File: src/rtl/ads1220_ctrl_if.sv
// Byte-level handshake between the ADS1220 sequencer (master) and the
// 8-bit SPI byte engine (slave).
interface ads1220_ctrl_if;
  logic       spi_go;
  logic [7:0] spi_wrdat;
  logic [7:0] spi_rddat;
  logic       spi_ok;

  modport master (output spi_go, output spi_wrdat, input spi_rddat, input spi_ok);
  modport slave  (input spi_go, input spi_wrdat, output spi_rddat, output spi_ok);
endinterface

File: src/rtl/ads1220_ctrl.sv
// ADS1220 command/data sequencer: power-up init (RESET, WREG 0..3, START),
// then a 3-byte RDATA-less read on every DRDY falling edge.
module ads1220_ctrl #(
  parameter int POWERUP_WAIT = 1000,
  parameter int RESET_WAIT   = 200,
  parameter int GAP          = 3,
  parameter int DRDY_TIMEOUT = 1000000
) (
  input  logic                  clk,
  input  logic                  rst_n,
  input  logic [7:0]            cfg0_i,
  input  logic [7:0]            cfg1_i,
  input  logic [7:0]            cfg2_i,
  input  logic [7:0]            cfg3_i,
  input  logic                  cfg_update_i,
  input  logic                  drdy_n_i,
  output logic                  cs_n_o,
  ads1220_ctrl_if.master        spi,
  output logic [23:0]           adc_data_o,
  output logic                  adc_valid_o,
  output logic                  init_done_o,
  output logic                  timeout_err_o
);

  localparam int WAIT_MAX = (POWERUP_WAIT > RESET_WAIT) ? POWERUP_WAIT : RESET_WAIT;
  localparam int WW = $clog2(WAIT_MAX + 1);
  localparam int GW = $clog2(GAP + 1);
  localparam int TW = $clog2(DRDY_TIMEOUT + 1);

  localparam logic [7:0] CMD_RESET = 8'h06;
  localparam logic [7:0] CMD_WREG  = 8'h43;
  localparam logic [7:0] CMD_START = 8'h08;
  localparam logic [7:0] CMD_NOP   = 8'h00;

  typedef enum logic [3:0] {
    PWRUP, RST_CMD, RST_WAIT, WREG_HDR, WREG_DATA, START_CMD, WAIT_DRDY, READ, OUT
  } state_e;

  // Per-byte micro-sequence shared by every byte-sending state.
  typedef enum logic [1:0] {P_CS, P_SET, P_GO, P_GAP} phase_e;

  state_e           state_q;
  phase_e           ph_q;
  logic [WW-1:0]    wait_q;
  logic [GW-1:0]    gap_q;
  logic [TW-1:0]    tmo_q;
  logic [1:0]       idx_q;
  logic [3:0][7:0]  cfg_lat_q;
  logic [23:0]      rx_q;
  logic             cfg_pend_q;
  logic             cs_n_q, go_q, valid_q, init_q, terr_q;
  logic [7:0]       wrdat_q;
  logic [23:0]      data_q;
  logic             sync1_q, sync2_q, prev_q;
  logic             drdy_fall;
  logic [7:0]       tx_byte;

  // DRDY is asynchronous: two-flop synchroniser plus one flop for edge detect.
  always_ff @(posedge clk or negedge rst_n) begin
    if (!rst_n) begin
      sync1_q <= 1'b1;
      sync2_q <= 1'b1;
      prev_q  <= 1'b1;
    end else begin
      sync1_q <= drdy_n_i;
      sync2_q <= sync1_q;
      prev_q  <= sync2_q;
    end
  end

  assign drdy_fall = ~sync2_q & prev_q;

  always_comb begin
    tx_byte = CMD_NOP;
    case (state_q)
      RST_CMD:   tx_byte = CMD_RESET;
      WREG_HDR:  tx_byte = CMD_WREG;
      WREG_DATA: tx_byte = cfg_lat_q[idx_q];
      START_CMD: tx_byte = CMD_START;
      default:   tx_byte = CMD_NOP;
    endcase
  end

  always_ff @(posedge clk or negedge rst_n) begin
    if (!rst_n) begin
      state_q    <= PWRUP;
      ph_q       <= P_CS;
      wait_q     <= '0;
      gap_q      <= '0;
      tmo_q      <= '0;
      idx_q      <= '0;
      cfg_lat_q  <= '0;
      rx_q       <= '0;
      cfg_pend_q <= 1'b0;
      cs_n_q     <= 1'b1;
      go_q       <= 1'b0;
      wrdat_q    <= '0;
      data_q     <= '0;
      valid_q    <= 1'b0;
      init_q     <= 1'b0;
      terr_q     <= 1'b0;
    end else begin
      valid_q <= 1'b0;
      case (state_q)
        PWRUP: begin
          if (wait_q == WW'(POWERUP_WAIT - 1)) begin
            wait_q  <= '0;
            ph_q    <= P_CS;
            state_q <= RST_CMD;
          end else begin
            wait_q <= wait_q + WW'(1);
          end
        end

        RST_WAIT: begin
          if (wait_q == WW'(RESET_WAIT - 1)) begin
            wait_q    <= '0;
            ph_q      <= P_CS;
            cfg_lat_q <= {cfg3_i, cfg2_i, cfg1_i, cfg0_i};
            state_q   <= WREG_HDR;
          end else begin
            wait_q <= wait_q + WW'(1);
          end
        end

        WAIT_DRDY: begin
          // A conversion in flight beats a pending reconfig; the reconfig
          // is picked up on the next WAIT_DRDY cycle.
          if (drdy_fall) begin
            idx_q   <= '0;
            ph_q    <= P_CS;
            state_q <= READ;
          end else if (cfg_pend_q) begin
            ph_q      <= P_CS;
            cfg_lat_q <= {cfg3_i, cfg2_i, cfg1_i, cfg0_i};
            state_q   <= WREG_HDR;
          end else if (tmo_q != TW'(DRDY_TIMEOUT)) begin
            tmo_q <= tmo_q + TW'(1);
            if (tmo_q == TW'(DRDY_TIMEOUT - 1)) terr_q <= 1'b1;
          end
        end

        OUT: begin
          data_q  <= rx_q;
          valid_q <= 1'b1;
          tmo_q   <= '0;
          state_q <= WAIT_DRDY;
        end

        RST_CMD, WREG_HDR, WREG_DATA, START_CMD, READ: begin
          case (ph_q)
            P_CS: begin
              cs_n_q <= 1'b0;
              ph_q   <= P_SET;
            end
            P_SET: begin
              wrdat_q <= tx_byte;
              ph_q    <= P_GO;
            end
            P_GO: begin
              go_q <= 1'b1;
              if (go_q && spi.spi_ok) begin
                go_q  <= 1'b0;
                rx_q  <= {rx_q[15:0], spi.spi_rddat};
                gap_q <= '0;
                ph_q  <= P_GAP;
              end
            end
            P_GAP: begin
              if (gap_q == GW'(GAP - 1)) begin
                gap_q <= '0;
                ph_q  <= P_SET;
                case (state_q)
                  RST_CMD: begin
                    cs_n_q  <= 1'b1;
                    wait_q  <= '0;
                    state_q <= RST_WAIT;
                  end
                  WREG_HDR: begin
                    idx_q   <= '0;
                    state_q <= WREG_DATA;
                  end
                  WREG_DATA: begin
                    if (idx_q == 2'd3) begin
                      cs_n_q  <= 1'b1;
                      ph_q    <= P_CS;
                      state_q <= START_CMD;
                    end else begin
                      idx_q <= idx_q + 2'd1;
                    end
                  end
                  START_CMD: begin
                    cs_n_q     <= 1'b1;
                    init_q     <= 1'b1;
                    cfg_pend_q <= 1'b0;
                    terr_q     <= 1'b0;
                    tmo_q      <= '0;
                    state_q    <= WAIT_DRDY;
                  end
                  default: begin
                    if (idx_q == 2'd2) begin
                      cs_n_q  <= 1'b1;
                      state_q <= OUT;
                    end else begin
                      idx_q <= idx_q + 2'd1;
                    end
                  end
                endcase
              end else begin
                gap_q <= gap_q + GW'(1);
              end
            end
            default: ph_q <= P_CS;
          endcase
        end

        default: state_q <= PWRUP;
      endcase

      // Placed last so a pulse coinciding with the START clear is kept.
      if (cfg_update_i) cfg_pend_q <= 1'b1;
    end
  end

  assign cs_n_o        = cs_n_q;
  assign spi.spi_go    = go_q;
  assign spi.spi_wrdat = wrdat_q;
  assign adc_data_o    = data_q;
  assign adc_valid_o   = valid_q;
  assign init_done_o   = init_q;
  assign timeout_err_o = terr_q;

endmodule

File: src/flat_wrapper.sv
// flat-port wrapper written by rule: the top's interface ports become plain ports
module ads1220_ctrl_flat 
#(
  parameter int POWERUP_WAIT = 1000,
  parameter int RESET_WAIT   = 200,
  parameter int GAP          = 3,
  parameter int DRDY_TIMEOUT = 1000000
)
  (clk, rst_n, cfg0_i, cfg1_i, cfg2_i, cfg3_i, cfg_update_i, drdy_n_i, cs_n_o, adc_data_o, adc_valid_o, init_done_o, timeout_err_o, spi_spi_go, spi_spi_wrdat, spi_spi_rddat, spi_spi_ok);
  ads1220_ctrl_if spi_i ();
  input  logic clk;
  input  logic rst_n;
  input  logic [7:0] cfg0_i;
  input  logic [7:0] cfg1_i;
  input  logic [7:0] cfg2_i;
  input  logic [7:0] cfg3_i;
  input  logic cfg_update_i;
  input  logic drdy_n_i;
  output logic cs_n_o;
  output logic [23:0] adc_data_o;
  output logic adc_valid_o;
  output logic init_done_o;
  output logic timeout_err_o;
  output wire logic [$bits(spi_i.spi_go)-1:0] spi_spi_go;
  output wire logic [$bits(spi_i.spi_wrdat)-1:0] spi_spi_wrdat;
  input wire logic [$bits(spi_i.spi_rddat)-1:0] spi_spi_rddat;
  input wire logic [$bits(spi_i.spi_ok)-1:0] spi_spi_ok;
  assign spi_spi_go = spi_i.spi_go;
  assign spi_spi_wrdat = spi_i.spi_wrdat;
  assign spi_i.spi_rddat = spi_spi_rddat;
  assign spi_i.spi_ok = spi_spi_ok;
  ads1220_ctrl #(.POWERUP_WAIT(POWERUP_WAIT), .RESET_WAIT(RESET_WAIT), .GAP(GAP), .DRDY_TIMEOUT(DRDY_TIMEOUT)) u_core (.clk(clk), .rst_n(rst_n), .cfg0_i(cfg0_i), .cfg1_i(cfg1_i), .cfg2_i(cfg2_i), .cfg3_i(cfg3_i), .cfg_update_i(cfg_update_i), .drdy_n_i(drdy_n_i), .cs_n_o(cs_n_o), .spi(spi_i), .adc_data_o(adc_data_o), .adc_valid_o(adc_valid_o), .init_done_o(init_done_o), .timeout_err_o(timeout_err_o));
endmodule
File: config.mk
export PLATFORM = sky130hd
export DESIGN_NAME = ads1220_ctrl_flat
export DESIGN_NICKNAME = d
export VERILOG_FILES = /design/src/rtl/ads1220_ctrl_if.sv /design/src/rtl/ads1220_ctrl.sv /design/src/flat_wrapper.sv
export SDC_FILE = /design/constraint.sdc
export NUM_CORES = 1
export LEC_CHECK = 0
export CAP_MARGIN = 20
export CORE_MARGIN = 1
export CORE_UTILIZATION = 39
export DETAILED_ROUTE_END_ITERATION = 8
export GPL_TIMING_DRIVEN = 0
export SETUP_SLACK_MARGIN = 0.05
export SLEW_MARGIN = 20
export SYNTH_ARGS = -nofsm -noshare
export SYNTH_HDL_FRONTEND = slang
export SYNTH_SLANG_ARGS = --single-unit
export TNS_END_PERCENT = 10
File: constraint.sdc
create_clock -name clk -period 4.7 [get_ports clk]
set_input_delay 0.94 -clock clk [delete_from_list [all_inputs] [get_ports clk]]
set_output_delay 0.94 -clock clk [all_outputs]
set_load 0.02 [all_outputs]
==> results of run 1 <==
## through the flow
step / instances / util
after floorplan: 559 / -
after global placement: 860 / 0.465
after detailed placement: 861 / 0.467
final: 892 / 0.503
after CTS: 892 / 0.503
after global routing: 892 / 0.503
## worst paths after layout
path / from / end / slack, ns
max: u_core.cs_n_o$_DFFE_PN1P_ / cs_n_o / 2.19
min: u_core.sync1_q$_DFF_PN1_ / u_core.sync2_q$_DFF_PN1_ / 0.36
max reg2reg: u_core.wait_q[0]$_DFFE_PN0P_ / u_core.cfg_lat_q[31]$_DFFE_PN0P_ / 2.19
min reg2reg: u_core.sync1_q$_DFF_PN1_ / u_core.sync2_q$_DFF_PN1_ / 0.36
max in group asynchronous: rst_n / u_core.rx_q[16]$_DFFE_PN0P_ / 3.51
min in group asynchronous: rst_n / u_core.tmo_q[11]$_DFFE_PN0P_ / 0.45
## layer usage
| metal | vias up | global-route usage | wire length [um] | share of wire |
|---|---|---|---|---|
| li1 | 2282 | - | - | - |
| met1 | 2443 | 0.229 | 6740 | 0.45 |
| met2 | 121 | 0.299 | 7360 | 0.49 |
| met3 | 22 | 0.0460 | 581 | 0.039 |
| met4 | 0 | 0.0747 | 272 | 0.018 |
| met5 | - | 0 | 0 | 0 |
## cell usage in the layout, fill, tap and decap left out, types with 5 or more instances in the layout
cell             count
nor4_1               6
ha_1                 9
nor3_1              11
mux2i_1              5
mux4_2               8
o31ai_1              6
a41oi_1              5
nor2_1              25
clkbuf_1             5
mux2_2              83
buf_2               12
a21oi_1             19
a21o_1               5
clkdlybuf4s50_1     80
o21ai_0             27
nand3_1             16
dfrtp_1            133
nand2_1             45
nand2b_1             7
inv_1               11
clkbuf_16           17
and3_1               6
a31oi_1             20
## final cells by class
| class | instances | share of cell area |
|---|---|---|
| Sequential cell | 137 | 0.410 |
| Inverter | 12 | 0.00538 |
| Clock inverter | 14 | 0.0197 |
| Timing Repair Buffer | 82 | 0.101 |
| Multi-Input combinational cell | 382 | 0.355 |
| Tap cell | 220 | 0.0329 |
| Clock buffer | 17 | 0.0509 |
| Buffer | 28 | 0.0251 |
## flip-flops by register name (all words and copies together), names as in the netlist
signal	flops
u_core.adc_valid_o	1
u_core.init_done_o	1
u_core.cfg_pend_q	1
u_core.spi.spi_wrdat	8
u_core.adc_data_o	24
u_core.wait_q	10
u_core.tmo_q	20
u_core.spi.spi_go	1
u_core.idx_q	2
u_core.sync2_q	1
u_core.sync1_q	1
u_core.state_q	4
u_core.cs_n_o	1
u_core.rx_q	24
u_core.gap_q	2
u_core.prev_q	1
u_core.timeout_err_o	1
u_core.ph_q	2
u_core.cfg_lat_q	32
## cells by family after synthesis
logic type      count (synthesis)  synth area share
mux                            96             0.175
compound gates                111             0.110
flops                         137             0.516
fa+ha+maj                      10            0.0184
buf+inv                        40            0.0384
simple gates                  165             0.142
## where the power goes
part	internal [W]	switching, W	total [W]
logic	0.0000350	0.0000295	0.0000645
clock network	0.000793	0.000559	0.00135
registers	0.00118	0.000000434	0.00118
total	0.00201	0.000589	0.00260
==> flow_summary.yaml, run 1 <==
timing:
  slew_violations: 0
  fmax_mhz: 398
  fin_hold_ws_ns: 0.357
  setup_violations: 0
  worst_slew_pin_slew_ns: 0.842
  fin_skew_ns: 0.00909
  finalHoldViolCount: 0
  tns_ns: 0
  finalCritPeriodShare: 0.535
  rsz0062_at_grt: "false"
  setup_ws_ns: 2.19
  slew_headroom: 0.435
  period_needed_ns: 2.51
setup_path:
  cp.depth: 1
  end_kind: "primary output"
  required_ns: 3.76
  cp_slowest_stage_delay_ns: 0.62
  worst_ep_arrival_time_ns: 1.57
  setup.worst_path.start_class: "register"
  worst_r2r_path_depth: 6
  cp_top_family: "buffers and inverters"
  crit_chain: "clkdlybuf4s50_1"
  critPathKind: "register to primary output"
  cp_num_buf_inv: 1
  crit_slowest_cell: "clkdlybuf4s50_1"
  cp_max_fo: 2
logic_synthesis:
  yosysMostFrequentCell: "dfrtp_1"
  ys_seq_area_frac: 0.516
  async_reset_ff_frac: 1.00
  synth_common_cells: "dfrtp_1, mux2_2, nand2_1"
  synth.avg_cell_area_um2: 11.9
  synth_nets: 613
  ys.flop_type: "dfrtp_1"
  synth_area_leaders: "dfrtp_1, mux2_2, mux4_2"
  synth_cells: 559
  syn_area_um2: 6650
  yosys.area.top_type: "dfrtp_1"
  synth-edff-count: 0
  synth.distinct_cells: 70
  yosysWarnings: 0
  synth_top_area_share: 0.500
  synth_seq_cells: 137
outcome:
  status: "complete, no violations"
cts:
  h-tree-depth: 4
  cts_buffer_depth: 2
  cts-resized-gates: 0
  insertion_delay_ns: 0.43
  clock-root-buffer: "clkbuf_16"
  cts_tree: "built"
  hold_buffers: 0
  clk_pin_slew_ns: 0.06
  cts_buffers: 17
  cts_setup_buffers: 0
  clkSinkCount: 137
floorplanning:
  die_h_um: 133
  die_x_um: 133
  start_util: 0.400
  die_area_um2: 17600
  row_count: 47
  io_pins: 82
  core_area_um2: 16600
detailed_routing:
  wl_per_cell_um: 16.8
  viasPerCell: 5.46
  ant_nets: 0
  drt-pass1-iter-count: 6
  first_iter_violations: 206
  routed-via-count: 4868
  drc: 0
  wl_um: 15000
pwr:
  totalPowerFinal_w: 0.00260
  powerDensity_nw_per_um2: 311
  p_leak_nw: 3.85
  ir_drop_v: 0.000256
worst_hold_path:
  hp-class: "register to register"
  hold_depth: 0
finish:
  regArea_um2: 3430
  n_fill_cell: 1489
  area_delta_synth_final_pct: 25.8
  diodes: 0
  finalNetCount: 714
  drive_above_1_share: 0.256
  final_area_um2: 8370
  multi_input_area_um2: 2970
grt:
  antenna_found_initial: 0
  grt_max_degree: 72
  grt-ovfl-total: 0
  grt_pass1_wl_um: 25200
  grt.total_usage: 0.182
  grt_pass1_vias: 4995
placed_design:
  globalplace.congestion: 0.851
  place_area_um2: 7770
  io_buffer_count: 81
  dpl.hpwl_um: 10300
  pre_cts_ws_ns: 2.16
flow_run:
  drv_cap: 0
Power figures use the tool's default switching activity.
==> inputs of run 2 (changes only) <==
==> constraint.sdc (replaced) <==
create_clock -name clk -period 2.65 [get_ports clk]
set_input_delay 0.53 -clock clk [delete_from_list [all_inputs] [get_ports clk]]
set_output_delay 0.53 -clock clk [all_outputs]
set_load 0.02 [all_outputs]
==> flow_summary.yaml, run 2 (synthesized netlist as in run 1, its figures left out) <==
timing:
  rsz0062_at_grt: "false"
  worst_slew_pin_slew_ns: 0.788
  period_needed_ns: 2.31
  fin_skew_ns: 0.0106
  slew_violations: 0
  finalHoldViolCount: 0
  fin_hold_ws_ns: 0.0385
  finalCritPeriodShare: 0.873
  slew_headroom: 0.470
  fmax_mhz: 432
  setup_violations: 0
  tns_ns: 0
setup_path:
  cp_num_buf_inv: 0
  required_ns: 2.98
  worst_ep_arrival_time_ns: 2.64
  crit_slowest_cell: "a221o_1"
  cp_slowest_stage_delay_ns: 0.40
  cp_top_family: "compound AO/OA/AOI/OAI gates"
  critPathKind: "register to register"
  setup.worst_path.start_class: "register"
  cp_max_fo: 8
  crit_chain: "ha_1 > and3b_1 > o21ai_0 > a221o_1 > or2_2 > o31ai_1"
  end_kind: "register"
grt:
  grt_pass1_wl_um: 25200
  antenna_found_initial: 0
  grt-ovfl-total: 0
  grt_max_degree: 72
  grt_pass1_vias: 4995
  grt.total_usage: 0.182
detailed_routing:
  wl_um: 15000
  wl_met1_um: 6840
  wl_met3_um: 569
  viasPerCell: 5.45
  routed-via-count: 4860
  drc: 0
  routed.top_layer: "met4"
  ant_nets: 0
  wl_per_cell_um: 16.8
  first_iter_violations: 212
  drt-pass1-iter-count: 4
  met2WireLength_um: 7340
placed_design:
  globalplace.congestion: 0.851
  dpl.hpwl_um: 10300
  io_buffer_count: 81
  place_area_um2: 7770
cts:
  cts_buffers: 17
  cts_buffer_depth: 2
  clock-root-buffer: "clkbuf_16"
  cts-resized-gates: 0
  cts_tree: "built"
  h-tree-depth: 4
  clkSinkCount: 137
  cts_setup_buffers: 0
  hold_buffers: 0
  insertion_delay_ns: 0.43
  clk_pin_slew_ns: 0.06
finish:
  final_area_um2: 8380
  final_cell_mix: "dfrtp_1, mux2_2, clkdlybuf4s50_1"
  final_common_cell: "dfrtp_1"
  max_flop_register: "u_core.cfg_lat_q"
  finalNetCount: 714
  area_delta_synth_final_pct: 25.9
  drive_above_1_share: 0.259
  largest_register_ffs: 32
  diodes: 0
pwr:
  totalPowerFinal_w: 0.00461
  p_leak_nw: 3.86
  powerDensity_nw_per_um2: 551
  ir_drop_v: 0.000454
floorplanning:
  row_count: 47
  start_util: 0.400
  die_h_um: 133
  die_area_um2: 17600
  die_x_um: 133
  io_pins: 82
  core_area_um2: 16600
worst_hold_path:
  hp-class: "primary input to async pin"
flow_run:
  drv_cap: 0
outcome:
  status: "complete, no violations"
## run 2: cell counts in the layout (fill, tap and decap cells not counted)
No cell type changed its count.
## run 2: per-stage QoR
| stage | setup slack (ns) | std cells | util |
|---|---|---|---|
| 3_3_place_gp | -4.36 | 860 | 0.465 |
| 6_report | 0.336 | 892 | 0.503 |
| 3_5_place_dp | 0.113 | 861 | 0.467 |
| 2_1_floorplan | 0.689 | 559 | - |
| 4_1_cts | 0.0964 | 892 | 0.503 |
| 5_1_grt | 0.115 | 892 | 0.503 |
## run 2: per-layer routing
| metal | vias to the layer above | GRT usage |
|---|---|---|
| li1 | 2282 | - |
| met5 | - | 0 |
| met1 | 2446 | 0.229 |
| met2 | 111 | 0.299 |
| met4 | 0 | 0.0747 |
| met3 | 21 | 0.0460 |
## run 2: path summary, 6_finish.rpt
path / from / end / slack [ns] / cells past startpoint
worst min register to register: u_core.sync1_q$_DFF_PN1_ / u_core.sync2_q$_DFF_PN1_ / 0.36 / 0
worst min-delay path: rst_n / u_core.tmo_q[11]$_DFFE_PN0P_ / 0.04 / 1
worst max register to register: u_core.ph_q[1]$_DFFE_PN0P_ / u_core.state_q[1]$_DFFE_PN0P_ / 0.34 / 6
min in group clk: u_core.sync1_q$_DFF_PN1_ / u_core.sync2_q$_DFF_PN1_ / 0.36 / 0
max in group asynchronous: rst_n / u_core.rx_q[16]$_DFFE_PN0P_ / 1.87 / 2
worst max-delay path: u_core.ph_q[1]$_DFFE_PN0P_ / u_core.state_q[1]$_DFFE_PN0P_ / 0.34 / 6
## run 2: layout make-up
cell class | count | area [um2]
Fill cell | 1489 | 8270
Sequential cell | 137 | 3430
Multi-Input combinational cell | 382 | 2980
Timing Repair Buffer | 82 | 843
Clock buffer | 17 | 425
Tap cell | 220 | 275
Buffer | 28 | 210
Clock inverter | 14 | 165
Inverter | 12 | 45.0
## run 2: power by group
part	switching, W	total, W	internal, W
logic	0.0000522	0.000114	0.0000621
clock network	0.000995	0.00240	0.00141
registers	0.000000770	0.00210	0.00210
total	0.00105	0.00461	0.00357
==> inputs of run 3 (changes only) <==
--- a/config.mk
+++ b/config.mk
@@ -9,7 +9,6 @@
 export CORE_MARGIN = 1
 export CORE_UTILIZATION = 39
 export DETAILED_ROUTE_END_ITERATION = 8
-export GPL_TIMING_DRIVEN = 0
 export SETUP_SLACK_MARGIN = 0.05
 export SLEW_MARGIN = 20
 export SYNTH_ARGS = -nofsm -noshare
==> constraint.sdc (replaced) <==
create_clock -name clk -period 2.18 [get_ports clk]
set_input_delay 0.436 -clock clk [delete_from_list [all_inputs] [get_ports clk]]
set_output_delay 0.436 -clock clk [all_outputs]
set_load 0.02 [all_outputs]
==> flow_summary.yaml, run 3 (synthesized netlist as in run 1, its figures left out) <==
cts:
  cts_setup_buffers: 0
  cts_buffers: 17
  cts_tree: "built"
  cts_buffer_depth: 2
  clock-root-buffer: "clkbuf_16"
  h-tree-depth: 4
  insertion_delay_ns: 0.42
  clk_pin_slew_ns: 0.07
  clkSinkCount: 137
finish:
  final_common_cell: "dfrtp_1"
  max_flop_register: "u_core.cfg_lat_q"
  n_fill_cell: 1467
  largest_register_ffs: 32
  area_delta_synth_final_pct: 27.2
  final_cell_mix: "dfrtp_1, mux2_2, clkdlybuf4s50_1"
  drive_above_1_share: 0.277
  final_cells: 896
  multi_input_area_um2: 2990
  regArea_um2: 3430
  fin_util: 0.508
  diodes: 0
  finalNetCount: 717
setup_path:
  cp_num_buf_inv: 0
  crit_top_cell: "or4_1"
  setup.worst_path.start_class: "register"
  end_kind: "register"
  required_ns: 2.54
  cp_top_family: "simple AND/OR/NAND/NOR gates"
  cp_max_fo: 8
  cp.depth: 5
  reg2reg_to: "u_core.tmo_q[15]$_DFFE_PN0P_"
  crit_chain: "nand4_4 > or3_1 > or4_1 > or4_1 > nand3_1"
  reg2reg_slack_ns: 0.11
  cp_slowest_stage_delay_ns: 0.52
  crit_slowest_cell: "dfrtp_1"
  crit_start: "u_core.tmo_q[11]$_DFFE_PN0P_"
  cp-endpoint: "u_core.tmo_q[15]$_DFFE_PN0P_"
  critPathKind: "register to register"
  worst_ep_arrival_time_ns: 2.42
  r2r_start: "u_core.tmo_q[11]$_DFFE_PN0P_"
  worst_r2r_path_depth: 5
floorplanning:
  start_util: 0.400
  die_x_um: 133
  core_area_um2: 16600
  io_pins: 82
  die_area_um2: 17600
  die_h_um: 133
  row_count: 47
placed_design:
  dpl.hpwl_um: 10100
  io_buffer_count: 81
  post-place-cells: 863
  globalplace.congestion: 0.873
grt:
  antenna_found_initial: 0
  grt_max_degree: 49
  grt_pass1_vias: 4919
  grt.total_usage: 0.174
  grt-ovfl-total: 0
  grt_pass1_wl_um: 24200
pwr:
  p_clk_frac: 0.522
  p_leak_nw: 3.91
  intPower_w: 0.00437
  totalPowerFinal_w: 0.00563
  combPwrFrac: 0.025
  swShare: 0.223
  power_frac_seq: 0.453
  ir_drop_v: 0.000516
  powerDensity_nw_per_um2: 665
  switchingPower_w: 0.00126
detailed_routing:
  viasPerCell: 5.39
  drt-pass1-iter-count: 4
  routed-via-count: 4830
  drc: 0
  wl_per_cell_um: 16.3
  ant_nets: 0
  first_iter_violations: 302
  wl_um: 14600
timing:
  slew_headroom: 0.641
  finalHoldViolCount: 0
  fin_hold_ws_ns: 0.356
  period_needed_ns: 2.07
  rsz0062_at_grt: "true"
  setup_violations: 0
  fmax_mhz: 483
  worst_slew_pin_slew_ns: 0.536
  fin_skew_ns: 0.0113
  slew_violations: 0
  tns_ns: 0
  finalCritPeriodShare: 0.949
outcome:
  status: "complete, no violations"
worst_hold_path:
  hp-class: "register to register"
flow_run:
  drv_cap: 0
[run 3: cell count changes in the layout (fill, tap and decap cells not counted), sizes merged]
cell         previous run  this run
buf                    18        32
bufbuf                  1         0
clkbuf                 28        18
clkinv                  4         5
clkinvlp                3         1
dlygate4sd3             0         1
inv                    17        18
[run 3: worst min path at each step]
stage / slack, ns / startpoint / cells past startpoint / endpoint
CTS: 0.36 / u_core.sync1_q$_DFF_PN1_ / 0 / u_core.sync2_q$_DFF_PN1_
detailed placement: 0.35 / u_core.sync1_q$_DFF_PN1_ / 0 / u_core.sync2_q$_DFF_PN1_
global placement: 0.35 / u_core.sync1_q$_DFF_PN1_ / 0 / u_core.sync2_q$_DFF_PN1_
global route: 0.36 / u_core.sync1_q$_DFF_PN1_ / 0 / u_core.sync2_q$_DFF_PN1_
floorplan: 0.14 / rst_n / 0 / u_core.adc_data_o[0]$_DFFE_PN0P_
finish: 0.36 / u_core.sync1_q$_DFF_PN1_ / 0 / u_core.sync2_q$_DFF_PN1_
[run 3: repair_timing]
action / in CTS / in global routing
resized for setup: 0 / 5
endpoints found under the setup margin: 0 / 28
endpoints found under the hold margin: 44 / 0
hold buffers: 1 / 0
[run 3: layer usage]
metal	share of wire	global-route usage	vias up
li1	-	-	2291
met1	0.45	0.221	2412
met2	0.49	0.285	114
met3	0.045	0.0536	13
met4	0.011	0.0517	0
met5	0	0	-
[run 3: cell type report]
cell class,count,share of cell area
multi-input combinational,382,0.353
timing repair buffer,113,0.132
tap,220,0.0325
sequential,137,0.406
inverter,12,0.00577
clock buffer,18,0.0519
clock inverter,14,0.0188
[run 3: power by group through the flow]
stage / clock [W] / sequential, W / combinational, W
after floorplan: 0 / 0.00260 / 0.00000201
after global placement: 0 / 0.00259 / 0.000142
after detailed placement: 0 / 0.00260 / 0.000145
after CTS: 0.00301 / 0.00255 / 0.000147
after global routing: 0.00312 / 0.00255 / 0.000160
final: 0.00294 / 0.00255 / 0.000142
[run 3: stage by stage]
step	setup slack, ns	cell area (um2)
2_1_floorplan	0.219	6650
3_3_place_gp	0.135	7840
3_5_place_dp	0.126	7840
4_1_cts	0.0952	8440
5_1_grt	0.0207	8460
6_report	0.111	8460
[run 3: worst register-to-register path, cell delays in order (launching register included)]
cell,delay [ns]
dfrtp_1,0.52
nand4_4,0.18
or3_1,0.38
or4_1,0.44
or4_1,0.41
nand3_1,0.09
